==> config.mk <==
export PLATFORM = sky130hd
export DESIGN_NAME = acc_op_sequencer
export DESIGN_NICKNAME = d
export VERILOG_FILES = /design/src/rtl/acc_ctrl_pkg.sv /design/src/rtl/acc_op_fifo.sv /design/src/rtl/acc_op_sequencer.sv
export SDC_FILE = /design/constraint.sdc
export NUM_CORES = 1
export LEC_CHECK = 0
export CORE_ASPECT_RATIO = 0.75
export CORE_UTILIZATION = 47
export CTS_CLUSTER_DIAMETER = 30
export DETAILED_ROUTE_END_ITERATION = 10
export PLACE_DENSITY = 0.71
export SLEW_MARGIN = 0
export SYNTH_ARGS = -nofsm -noshare
export SYNTH_HDL_FRONTEND = slang
export SYNTH_SLANG_ARGS = --single-unit
export TNS_END_PERCENT = 5
==> constraint.sdc <==
create_clock -name clk -period 6.95 [get_ports clk]
set_input_delay 0.695 -clock clk [delete_from_list [all_inputs] [get_ports clk]]
set_output_delay 0.695 -clock clk [all_outputs]
set_load 0.01 [all_outputs]
==> src/rtl/acc_ctrl_pkg.sv <==
// Shared types for the accumulator op sequencer: FSM states, opcode encoding
// and the default-width queue entry layout.
package acc_ctrl_pkg;

   typedef enum logic [2:0] {
      S_IDLE,
      S_CLEAR,
      S_ISSUE,
      S_WAIT,
      S_DONE,
      S_HALT
   } acc_seq_state_t;

   localparam logic OP_ADD = 1'b0;
   localparam logic OP_SUB = 1'b1;

   localparam int ACC_W = 8;

   typedef struct packed {
      logic             op;
      logic [ACC_W-1:0] data;
   } acc_op_entry_t;

endpackage

==> src/rtl/acc_op_fifo.sv <==
// Synchronous FIFO holding queued {op, operand} entries, with flush.
// The head entry is presented combinationally on rdata.
module acc_op_fifo #(
   parameter int W     = 9,
   parameter int DEPTH = 4,
   localparam int PW   = $clog2(DEPTH),
   localparam int CW   = $clog2(DEPTH + 1)
) (
   input  logic          clk,
   input  logic          reset,
   input  logic          flush,
   input  logic          push,
   input  logic          pop,
   input  logic [W-1:0]  wdata,
   output logic [W-1:0]  rdata,
   output logic          full,
   output logic          empty,
   output logic [CW-1:0] count
);

   logic [W-1:0]  mem [DEPTH];
   logic [PW-1:0] wr_ptr;
   logic [PW-1:0] rd_ptr;
   logic          do_push;
   logic          do_pop;

   assign full    = (count == CW'(DEPTH));
   assign empty   = (count == '0);
   assign do_push = push && !full && !flush;
   assign do_pop  = pop && !empty && !flush;
   assign rdata   = mem[rd_ptr];

   // Pointers wrap naturally because DEPTH is a power of two
   always_ff @(posedge clk or posedge reset) begin
      if (reset) begin
         wr_ptr <= '0;
         rd_ptr <= '0;
         count  <= '0;
      end else if (flush) begin
         wr_ptr <= '0;
         rd_ptr <= '0;
         count  <= '0;
      end else begin
         if (do_push) wr_ptr <= wr_ptr + 1'b1;
         if (do_pop)  rd_ptr <= rd_ptr + 1'b1;
         count <= count + CW'(do_push) - CW'(do_pop);
      end
   end

   always_ff @(posedge clk) begin
      if (do_push) mem[wr_ptr] <= wdata;
   end

endmodule

==> src/rtl/acc_op_sequencer.sv <==
// Runs a queued add/sub program through an external accumulator: clears it,
// issues one op every other cycle, and watches the returned overflow flag.
module acc_op_sequencer
   import acc_ctrl_pkg::*;
#(
   parameter int WIDTH       = 8,
   parameter int DEPTH       = 4,
   parameter bit STOP_ON_OVF = 1'b1,
   localparam int CW         = $clog2(DEPTH + 1)
) (
   input  logic             clk,
   input  logic             reset,
   input  logic             push,
   input  logic [WIDTH-1:0] push_data,
   input  logic             push_op,
   input  logic             start,
   input  logic             abort,
   input  logic             acc_overflow,
   output logic             acc_clr,
   output logic             acc_en,
   output logic             acc_add_sub,
   output logic [WIDTH-1:0] acc_a,
   output logic             busy,
   output logic             done,
   output logic             halted,
   output logic             ovf_seen,
   output logic             full,
   output logic             empty,
   output logic [CW-1:0]    count
);

   acc_seq_state_t state;
   acc_seq_state_t next_state;
   logic [WIDTH:0] head;
   logic           idle_like;
   logic           fifo_push;

   assign idle_like = (state == S_IDLE) || (state == S_DONE) || (state == S_HALT);
   assign busy      = (state == S_CLEAR) || (state == S_ISSUE) || (state == S_WAIT);
   assign done      = (state == S_DONE);
   assign halted    = (state == S_HALT);
   // abort suppresses any pulse in the cycle it is asserted
   assign acc_clr   = (state == S_CLEAR) && !abort;
   assign acc_en    = (state == S_ISSUE) && !abort;
   assign fifo_push = push && idle_like && !abort;

   acc_op_fifo #(.W(WIDTH + 1), .DEPTH(DEPTH)) u_fifo (
      .clk   (clk),
      .reset (reset),
      .flush (abort),
      .push  (fifo_push),
      .pop   (acc_en),
      .wdata ({push_op, push_data}),
      .rdata (head),
      .full  (full),
      .empty (empty),
      .count (count)
   );

   always_comb begin
      next_state = state;
      case (state)
         S_IDLE, S_DONE, S_HALT: begin
            // empty check uses the pre-push count, so a lone push+start only enqueues
            if (start && !empty)     next_state = S_CLEAR;
            else if (push && !full)  next_state = S_IDLE;
         end
         S_CLEAR: next_state = S_ISSUE;
         S_ISSUE: next_state = S_WAIT;
         S_WAIT: begin
            if (acc_overflow && STOP_ON_OVF) next_state = S_HALT;
            else if (empty)                  next_state = S_DONE;
            else                             next_state = S_ISSUE;
         end
         default: next_state = S_IDLE;
      endcase
      if (abort) next_state = S_IDLE;
   end

   always_ff @(posedge clk or posedge reset) begin
      if (reset) begin
         state       <= S_IDLE;
         acc_a       <= '0;
         acc_add_sub <= OP_ADD;
         ovf_seen    <= 1'b0;
      end else begin
         state <= next_state;
         if (abort) begin
            acc_a       <= '0;
            acc_add_sub <= OP_ADD;
            ovf_seen    <= 1'b0;
         end else begin
            // operand register loads the head as ISSUE is entered and holds otherwise
            if (next_state == S_ISSUE) begin
               acc_a       <= head[WIDTH-1:0];
               acc_add_sub <= head[WIDTH];
            end
            if (idle_like && next_state != state) ovf_seen <= 1'b0;
            else if (state == S_WAIT && acc_overflow) ovf_seen <= 1'b1;
         end
      end
   end

endmodule
==> reports/results.ini <==
[clocking]
cts_buffer_depth=2
post_cts_buffers=0
post_cts_resized=0
cts_root_buf=clkbuf_8
numCtsBuffers=5
clk_latency_ps=290
clock-sinks=56
path_clk_slew_ps=80
cts_tree=done
cts-htree-levels=2
cts_hold_buf=0

[setup_path]
cp_top_family=buffers and inverters
ff2ff_setup_slack_ps=4420
cp_slowest_cell=clkdlybuf4s50_1
rr_endpoint=u_fifo.count[2]
cp-start-kind=input pin
worst_ep_arrival_time_ps=2900
cp.required_ps=6250
max_stage_delay_ps=850
cp_num_buf_inv=3
path_class=in -> out
crit_path_cell_trace=clkdlybuf4s50_1 -> or4b_1 -> inv_1 -> clkdlybuf4s50_1
cp_max_fo=22
end_kind=output pin
r2r-start=state[1]
ff2ff_path_depth=9
cpMostUsedCell=clkdlybuf4s50_1

[min_path]
hold_depth=2
whs_endpoint=u_fifo.wr_ptr[1]
hold_class=reg -> reg
min_from=u_fifo.wr_ptr[1]

[global_routing]
grt_start_max_net_pins=23
grt_pass1_vias=1462
grt_remaining_overflow=0
grt_antenna_before_repair=0
grt_pass1_wl_um=7290
track_usage_pct=17.6

[layout]
area_delta_synth_final_pct=18.8
final_nets=226
postLayoutCellArea_um2=3020
diodes=0
drive_above_1_share_pct=18.5
final_cells=277
multiInputGateArea_um2=877
final_util_pct=59.9
n_fill_cell=390
ff_latch_area_um2=1580

[logic_synthesis]
avgSynthCellArea_um2=14.9
synth.top_cells.by_count=36 x edfxtp_1, 20 x dfrtp_1, 10 x nor2_1, 10 x nor2b_1
syn-num-nets=192
synth_cell_types=46
synth_top_area_share_pct=42.6
synth_ff_type=edfxtp_1
yosysWarnings=0
yosysSeqAreaShare_pct=62.3
netlist_area_um2=2540
ys_ff_latch=56
synthCells=170
async_reset_ff_share_pct=35.7
yosysTopAreaCell=edfxtp_1
synthTopCellsByArea=edfxtp_1 43%, dfrtp_1 20%, mux4_2 8.0%
yosysMostFrequentCell=edfxtp_1
synth_edf_count=36

[timing]
timing.final.crit_share_pct=51.7
report.final.slew_viol_count=0
skew_ps=5.87
post-route-min-period_ps=3600
slew_headroom_pct=43.4
hold_viol_final=0
finalSetupViolations=0
worst_pin_slew_ps=847
timing.final.ws_setup_ps=3350
setup-tns-final_ps=0
rsz0062_at_grt=false
fmax_ghz=0.278

[floorplanning]
coreArea_um2=5040
rows=22
io_pins=35
dieArea_um2=5700
initial_core_util_pct=50.4
fp.dieW_um=86.9
die_height_um=65.7

[power]
power.leakage_nw=1.14
irDropWorstVdd_mv=0.146
power_per_cell_area_nw_per_um2=316

[routing]
vias_per_cell=5.25
wl_um=4510
drt-initial-drc-count=88
vias=1453
wl_per_cell_um=16.3
drc=0
dr.pass1.iters=4
postRouteAntennaNets=0

[placed_design]
gp_congestion=0.787
io_buffers=34
place_ws_ps=3310
dp.cells=269
dpl_cell_area_um2=2930
dp_hpwl_um=3210

[status]
status=completed

[job]
cap_violations=0

==> report_power, final <==
part / total, mW / switching [mW] / internal [mW]
registers: 0.459 / 0.0501 / 0.409
logic: 0.331 / 0.157 / 0.173
clock network: 0.164 / 0.0927 / 0.0709
total: 0.953 / 0.300 / 0.653
==> cell families after synthesis <==
logic type	share of synthesized area, %
compound gates	5.42
xor+xnor	1.04
fa+ha+maj	3.75
buf+inv	3.15
flops	62.3
mux	12.3
simple gates	12.0
==> per-layer routing <==
metal / wire length (um) / global-route usage (%) / share of wire [%] / up-vias
li1: - / - / - / 697
met1: 2070 / 23.7 / 46 / 715
met2: 2230 / 29.3 / 49 / 39
met3: 191 / 4.15 / 4.2 / 2
met4: 12 / 3.96 / 0.27 / 0
met5: 0 / 0 / 0 / -
==> cell type report <==
class                      count  share of cell area, %
multi-input combinational     95                   29.1
clock inverter                 1                  0.166
clock buffer                   7                   2.53
tap                           72                   2.99
sequential                    56                   52.4
timing repair buffer          34                   11.3
inverter                      12                   1.49
==> sequential cells by signal, summed over array words and instances (netlist names) <==
signal         flops
u_fifo.rd_ptr      2
ovf_seen           1
u_fifo.mem        36
u_fifo.wr_ptr      2
acc_a              8
u_fifo.count       3
acc_add_sub        1
state              3
==> tightest hold or removal path, stage by stage, from the launching register on <==
cell and delay (ps):
dfrtp_1 410, mux2i_1 90, nor2_1 80
==> worst max-delay path by stage <==
stage | startpoint | depth (start not counted) | to | slack (ps)
2_1_floorplan | abort | 9 | u_fifo.count[2] | 4470
3_3_place_gp | abort | 10 | u_fifo.count[2] | 3380
3_5_place_dp | abort | 10 | u_fifo.count[2] | 3310
4_1_cts | abort | 4 | acc_en | 3380
5_1_grt | abort | 4 | acc_en | 3240
6_report | abort | 4 | acc_en | 3350
==> stage by stage <==
| step | hold slack [ps] | total power, mW |
|---|---|---|
| finish | 615 | 0.953 |
| global route | 651 | 1.01 |
| CTS | 622 | 0.959 |
| detailed placement | 602 | 0.798 |
| global placement | 562 | 0.782 |
| floorplan | 538 | 0.666 |
==> cell usage in the layout, fill, tap and decap left out, types with 2 or more instances in the layout <==
cell type         n
and3_2            4
nor2_1           10
ha_1              6
nor2b_1          10
o21ai_0           3
inv_2             2
clkdlybuf4s50_1  34
a21o_1            2
inv_1             9
edfxtp_1         36
dfrtp_1          20
mux2i_1           2
clkbuf_1          2
or4b_1            2
nor3_1            2
a21oi_1           5
xnor2_1           2
mux2_2            8
clkbuf_8          5
a31oi_1           3
mux4_2            9
nand2_1           5
Note: power is estimated with default switching activity, not from simulation.
